`src/rtl/swap_ctrl_n_pkg.sv`:
```
// Shared constants for the register swap/copy sequencer.
// State encoding and request mode values.
package swap_ctrl_n_pkg;

   typedef enum logic [2:0] {
      ST_IDLE = 3'd0,
      ST_S1   = 3'd1,
      ST_S2   = 3'd2,
      ST_S3   = 3'd3,
      ST_ERR  = 3'd4
   } state_t;

   localparam logic MODE_SWAP = 1'b0;
   localparam logic MODE_COPY = 1'b1;

endpackage

```
`src/rtl/swap_ctrl_n_onehot_dec.sv`:
```
// Index-to-one-hot decoder with enable.
// Output is all zero when en is low.
module onehot_dec #(
   parameter int NREG  = 4,
   parameter int IDX_W = $clog2(NREG)
) (
   input  logic             en,
   input  logic [IDX_W-1:0] idx,
   output logic [NREG-1:0]  vec
);

   always_comb begin
      vec = '0;
      if (en) begin
         for (int i = 0; i < NREG; i++) begin
            vec[i] = (idx == IDX_W'(i));
         end
      end
   end

endmodule

```
`src/rtl/swap_ctrl_n.sv`:
```
// Bus sequencer: swaps two registers through a temp or copies one.
// Moore outputs decoded from state plus the captured request.
module swap_ctrl_n #(
   parameter int NREG  = 4,
   parameter int IDX_W = $clog2(NREG)
) (
   input  logic             clk,
   input  logic             rst,
   input  logic             start,
   input  logic             mode,
   input  logic [IDX_W-1:0] src,
   input  logic [IDX_W-1:0] dst,
   output logic [NREG-1:0]  drv,
   output logic [NREG-1:0]  ld,
   output logic             busy,
   output logic             done,
   output logic             err
);

   import swap_ctrl_n_pkg::*;

   localparam logic [IDX_W-1:0] TMP = IDX_W'(NREG - 1);

   state_t           state, nstate;
   logic             mode_q;
   logic [IDX_W-1:0] src_q, dst_q;
   logic             legal;
   logic             drv_en, ld_en;
   logic [IDX_W-1:0] drv_idx, ld_idx;

   // The temp register may never be named in a request.
   assign legal = (src != dst) && (src < TMP) && (dst < TMP);

   always_ff @(posedge clk) begin
      if (rst) begin
         state  <= ST_IDLE;
         mode_q <= MODE_SWAP;
         src_q  <= '0;
         dst_q  <= '0;
      end else begin
         state <= nstate;
         if (state == ST_IDLE && start && legal) begin
            mode_q <= mode;
            src_q  <= src;
            dst_q  <= dst;
         end
      end
   end

   always_comb begin
      nstate  = state;
      busy    = 1'b0;
      done    = 1'b0;
      err     = 1'b0;
      drv_en  = 1'b0;
      ld_en   = 1'b0;
      drv_idx = '0;
      ld_idx  = '0;
      unique case (state)
         ST_IDLE: begin
            if (start) begin
               if (!legal)
                  nstate = ST_ERR;
               else if (mode == MODE_COPY)
                  nstate = ST_S3;
               else
                  nstate = ST_S1;
            end
         end
         ST_S1: begin
            busy    = 1'b1;
            drv_en  = 1'b1;
            drv_idx = src_q;
            ld_en   = 1'b1;
            ld_idx  = TMP;
            nstate  = ST_S2;
         end
         ST_S2: begin
            busy    = 1'b1;
            drv_en  = 1'b1;
            drv_idx = dst_q;
            ld_en   = 1'b1;
            ld_idx  = src_q;
            nstate  = ST_S3;
         end
         ST_S3: begin
            busy    = 1'b1;
            done    = 1'b1;
            drv_en  = 1'b1;
            drv_idx = (mode_q == MODE_SWAP) ? TMP : src_q;
            ld_en   = 1'b1;
            ld_idx  = dst_q;
            nstate  = ST_IDLE;
         end
         ST_ERR: begin
            busy   = 1'b1;
            err    = 1'b1;
            nstate = ST_IDLE;
         end
         default: nstate = ST_IDLE;
      endcase
   end

   onehot_dec #(.NREG(NREG), .IDX_W(IDX_W)) u_drv (
      .en  (drv_en),
      .idx (drv_idx),
      .vec (drv)
   );

   onehot_dec #(.NREG(NREG), .IDX_W(IDX_W)) u_ld (
      .en  (ld_en),
      .idx (ld_idx),
      .vec (ld)
   );

endmodule

```
`config.mk`:
```
export PLATFORM = sky130hd
export DESIGN_NAME = swap_ctrl_n
export DESIGN_NICKNAME = d
export VERILOG_FILES = /design/src/rtl/swap_ctrl_n_pkg.sv /design/src/rtl/swap_ctrl_n_onehot_dec.sv /design/src/rtl/swap_ctrl_n.sv
export SDC_FILE = /design/constraint.sdc
export NUM_CORES = 1
export LEC_CHECK = 0
export ABC_AREA = 1
export CORE_AREA = 2 2 39 41
export DETAILED_ROUTE_END_ITERATION = 12
export DIE_AREA = 0 0 41 43
export HOLD_SLACK_MARGIN = 0.03
export PLACE_DENSITY = 0.85
export SLEW_MARGIN = 20
export SYNTH_ARGS = -nofsm -noshare
export SYNTH_HDL_FRONTEND = slang
export SYNTH_SLANG_ARGS = --single-unit
```
`constraint.sdc`:
```
create_clock -name clk -period 3.45 [get_ports clk]
set_clock_uncertainty 0.1 [all_clocks]
set_input_delay 0.345 -clock clk [delete_from_list [all_inputs] [get_ports clk]]
set_output_delay 0.345 -clock clk [all_outputs]
set_load 0.05 [all_outputs]
```
==> results_dict.tcl, run 1 <==
set metrics [dict create \
    number_of_nets_in_the_layout 124 \
    dp.cells 127 \
    synth-compound-area-share_pct 12.0 \
    dpl_cell_area_um2 800 \
    cts_tree "done" \
    tns_ns 0 \
    total_power_uw 313 \
    period_utilisation_layout_pct 72.2 \
    layout.cells.most_common "nand2_1" \
    detail_route.iter0.violations 16 \
    antenna_left 0 \
    worst_setup_hold_path_clk_slew_ns 0.05 \
    cts.htree.levels 1 \
    drtPass1Iterations 3 \
    pin_count 19 \
    most-common-layout-cells "22 x nand2_1, 18 x clkdlybuf4s50_1, 16 x inv_1" \
    yosysWarnings 0 \
    stdcell_area_um2 822 \
    antenna_found_initial 0 \
    cts_repair_resize_count 0 \
    finalHoldWorstSlack_ns 0.419 \
    worst_setup_path_start_kind "register" \
    avgSynthCellArea_um2 6.46 \
    synthesis.instances 94 \
    synth.area.mux_share_pct 0 \
    postSynthNetCount 102 \
    mapped_cell_area_um2 607 \
    timing.fmax_ghz 0.402 \
    drv_slew 0 \
    rsz_0062_raised_after_global_routing "false" \
    routabilityCongestion 0.739 \
    power.density_cell_area_mw_per_mm2 380 \
    cts_sinks 8 \
    worstMarginPinSlew_ns 0.493 \
    tritoncts.num_buffers 3 \
    core.rowCount 14 \
    timing.final.hold_violations 0 \
    crit_fanout 4 \
    fp.coreArea_mm2 0.00138 \
    cts-hold-fix-buffers 0 \
    cellLeakagePower_uw 0.000404 \
    dieHeight_um 43 \
    via_per_inst 4.76 \
    crit_type "register to primary output" \
    post-dp-hpwl_um 987 \
    hold_path_class "register to register" \
    drcViolationCount 0 \
    synth_simple_gate_area_share_pct 49.3 \
    largest_cells_by_area_after_synthesis "dfxtp_1 26%, nand2_1 14%, inv_1 9.9%" \
    first_global_vias 538 \
    irDropWorstVdd_mv 0.250 \
    antenna_cells 0 \
    postSynthRegisterBits 8 \
    drive_gt1_share_pct 16.7 \
    grt_pass1_wl_um 1980 \
    post_synth_xor_area_fraction_pct 0 \
    period_needed_ns 2.49 \
    root_buffer "clkbuf_4" \
    outcome "finished, final reports clean" \
    critical_path_required_ns 3.00 \
    area.growth.synth_to_final_pct 35.5 \
    max_cap_violations 0 \
    die_x_um 41 \
    wl_per_cell_um 9.00 \
    postCtsSetupBuffers 0 \
    globalRouteTotalUtil_pct 16.8 \
    synth_top_area_share_pct 26.4 \
    die_area_mm2 0.00176 \
    seq_area_frac_synth_pct 26.4 \
    grt_start_max_net_pins 14 \
    initial_cell_density_of_the_core_pct 43.9 \
    route.vias.total 619 \
    ys_types 20 \
    drt_wl_total_um 1170 \
    stdcell_count 130 \
    cp.arrival_ns 2.04 \
    end_kind "primary output" \
    grt.overflow.total 0 \
    synth_top_family_by_area "simple AND/OR/NAND/NOR gates" \
    setup-violations-final 0 \
    cts_buffer_depth 2 \
    port_buffers 18 \
    yosys.area_share.adder_pct 0 \
    insertion_delay_ns 0.25 \
    yosys.area.top_type "dfxtp_1" \
    timing.slew.headroom_pct 67.1 \
]
==> worst max-delay path, cell delays in order (launching register included) <==
cell	delay, ns
dfxtp_1	0.34
inv_2	0.10
nand3_2	0.10
inv_1	0.12
nand2_1	0.09
nand3_2	0.11
nor2b_4	0.14
clkdlybuf4s50_1	0.79
==> worst paths after layout <==
check / cells past startpoint / endpoint / slack (ns) / startpoint
setup / recovery: 7 / drv[1] / 0.96 / state[2]
hold / removal: 2 / mode_q / 0.42 / mode_q
setup reg to reg: 6 / mode_q / 2.24 / state[1]
hold reg to reg: 2 / mode_q / 0.42 / mode_q
==> power by group <==
group / switching [uW] / internal (uW) / leakage [uW]
registers: 8.30 / 101 / 0.0000655
logic: 86.7 / 48.0 / 0.000325
clock network: 29.2 / 39.6 / 0.0000138
total: 124 / 188 / 0.000404
==> area by class of cell <==
class | instances | area, um^2
Clock buffer | 3 | 22.5
Fill cell | 140 | 562
Inverter | 18 | 67.6
Multi-Input combinational cell | 67 | 372
Sequential cell | 8 | 160
Tap cell | 16 | 20.0
Timing Repair Buffer | 18 | 180
==> stage by stage <==
| stage | util (%) | setup WS (ns) |
|---|---|---|
| after global routing | 59.4 | 0.821 |
| after detailed placement | 57.8 | 1.22 |
| final | 59.4 | 0.960 |
| after global placement | 57.8 | 1.26 |
| after CTS | 59.4 | 0.952 |
| after floorplan | - | 1.41 |
==> routing by layer <==
metal / GRT usage [%] / wire (um)
met4: 12.0 / 31
met3: 4.71 / 42
met5: 0 / 0
met2: 27.5 / 605
met1: 16.9 / 490
==> flip-flops by register name, summed over array words and instances, names as in the netlist <==
signal and count:
dst_q 2, state 3, mode_q 1, src_q 2
==> kinds of logic after synthesis <==
group           after synthesis
buf+inv                      19
flops                         8
simple gates                 54
compound gates               13
==> Yosys cell counts <==
cell type and instances:
nand2_2 3, nand3_2 2, nor2_2 1, dfxtp_1 8, o21ai_2 2, nor4_1 1
nand3_1 7, inv_2 2, o21ai_0 2, nor2_1 11, buf_4 1, nand2_1 22
nor2_4 1, nand3_4 1, nand4_1 1, nor2b_4 2, nor2_8 1, inv_1 16
a21oi_1 9, or2_2 1
Note: power is estimated with default switching activity, not from simulation.
==> run 2: changes to the inputs <==
--- a/config.mk
+++ b/config.mk
@@ -6,11 +6,10 @@
 export NUM_CORES = 1
 export LEC_CHECK = 0
 export ABC_AREA = 1
-export CORE_AREA = 2 2 39 41
+export CORE_UTILIZATION = 44
 export DETAILED_ROUTE_END_ITERATION = 12
-export DIE_AREA = 0 0 41 43
 export HOLD_SLACK_MARGIN = 0.03
-export PLACE_DENSITY = 0.85
+export PLACE_DENSITY = 0.82
 export SLEW_MARGIN = 20
 export SYNTH_ARGS = -nofsm -noshare
 export SYNTH_HDL_FRONTEND = slang
==> constraint.sdc (replaced) <==
create_clock -name clk -period 2.5 [get_ports clk]
set_clock_uncertainty 0.1 [all_clocks]
set_input_delay 0.25 -clock clk [delete_from_list [all_inputs] [get_ports clk]]
set_output_delay 0.25 -clock clk [all_outputs]
set_load 0.05 [all_outputs]
==> results_dict.tcl, run 2 (synthesis results as in run 1) <==
set metrics [dict create \
    outcome "finished, final reports clean" \
    cts.htree.levels 1 \
    fp.coreArea_mm2 0.00128 \
    tns_ns 0 \
    root_buffer "clkbuf_4" \
    antenna_cells 0 \
    timing.final.hold_violations 0 \
    most-common-layout-cells "22 x nand2_1, 16 x inv_1, 13 x clkdlybuf4s50_1" \
    stdcell_count 129 \
    total_power_uw 435 \
    end_kind "primary output" \
    crit_fanout 4 \
    core.rowCount 13 \
    route.vias.total 633 \
    worst_setup_path_start_kind "register" \
    die_x_um 39.1 \
    pin_count 19 \
    detail_route.iter0.violations 8 \
    worst_setup_hold_path_clk_slew_ns 0.05 \
    number_of_nets_in_the_layout 124 \
    antenna_found_initial 0 \
    routabilityCongestion 0.771 \
    number_of_flip_flops_in_the_largest_register 3 \
    die_area_mm2 0.00153 \
    period_needed_ns 2.35 \
    crit_type "register to primary output" \
    insertion_delay_ns 0.26 \
    grt_pass1_wl_um 1970 \
    cts_sinks 8 \
    post-dp-hpwl_um 976 \
    cts_tree "done" \
    cp.arrival_ns 2.00 \
    timing.slew.headroom_pct 65.5 \
    critical_path_required_ns 2.15 \
    cellLeakagePower_uw 0.000492 \
    grt.overflow.total 0 \
    final_core_util_pct 64.8 \
    drt_wl_total_um 1180 \
    finalHoldWorstSlack_ns 0.392 \
    wl_per_cell_um 9.16 \
    largest-register "state" \
    max_cap_violations 0 \
    grt_start_max_net_pins 14 \
    via_per_inst 4.91 \
    power.density_cell_area_mw_per_mm2 522 \
    worstMarginPinSlew_ns 0.516 \
    irDropWorstVdd_mv 0.327 \
    port_buffers 18 \
    hold_path_class "register to register" \
    area.growth.synth_to_final_pct 37.3 \
    tritoncts.num_buffers 3 \
    drive_gt1_share_pct 16.7 \
    globalRouteTotalUtil_pct 19.6 \
    setup-violations-final 0 \
    timing.fmax_ghz 0.425 \
    drv_slew 0 \
    drtPass1Iterations 4 \
    period_utilisation_layout_pct 94.2 \
    dp.cells 126 \
    antenna_left 0 \
    drcViolationCount 0 \
    largest_registers "state (3), dst_q (2), src_q (2)" \
    first_global_vias 510 \
    cts_buffer_depth 2 \
    layout.cells.most_common "nand2_1" \
    initial_cell_density_of_the_core_pct 47.2 \
    rsz_0062_raised_after_global_routing "false" \
    postCtsSetupBuffers 0 \
    dieHeight_um 39.1 \
]
-- run 2: critical path, stage by stage, from the launching register on --
cell	delay (ns)
dfxtp_1	0.35
inv_2	0.11
nand3_2	0.09
inv_1	0.11
nand2_1	0.09
nand3_2	0.11
nand2_1	0.06
inv_1	0.05
clkdlybuf4s50_1	0.78
-- run 2: path summary, 6_finish.rpt --
path                                from        to  slack, ns  cells after the start
worst max-delay path            state[2]    drv[3]       0.15                      8
worst min-delay path              mode_q    mode_q       0.39                      2
worst max register to register  state[1]  dst_q[0]       1.26                      6
worst min register to register    mode_q    mode_q       0.39                      2
-- run 2: final cells by class --
class                      count  area (um^2)
fill                         121          452
multi-input combinational     67          372
timing repair buffer          18          193
sequential                     8          160
inverter                      18         67.6
clock buffer                   3         22.5
tap                           15         18.8
-- run 2: timing repair --
action                                 CTS  global route
endpoints found under the hold margin    0             0
gates resized for setup                  0             5
hold buffers                             0             0
setup endpoints to repair                0             5
-- run 2: stage by stage --
step	worst slack, ns	cell area (um^2)
finish	0.145	833
global route	0.00245	833
floorplan	0.553	607
CTS	0.0851	821
global placement	0.390	798
detailed placement	0.363	798
-- run 2: routing by layer --
layer  global-route usage [%]  wire (um)  up-vias
li1                         -          -      336
met1                     20.1        482      272
met2                     35.4        610       20
met3                     1.73         47        5
met4                     15.5         43        0
met5                        0          0        -
-- run 2: report_power, final --
part,internal [uW],switching (uW)
combinational,65.5,120
sequential,139,11.8
clock,55.0,44.7
total,259,176
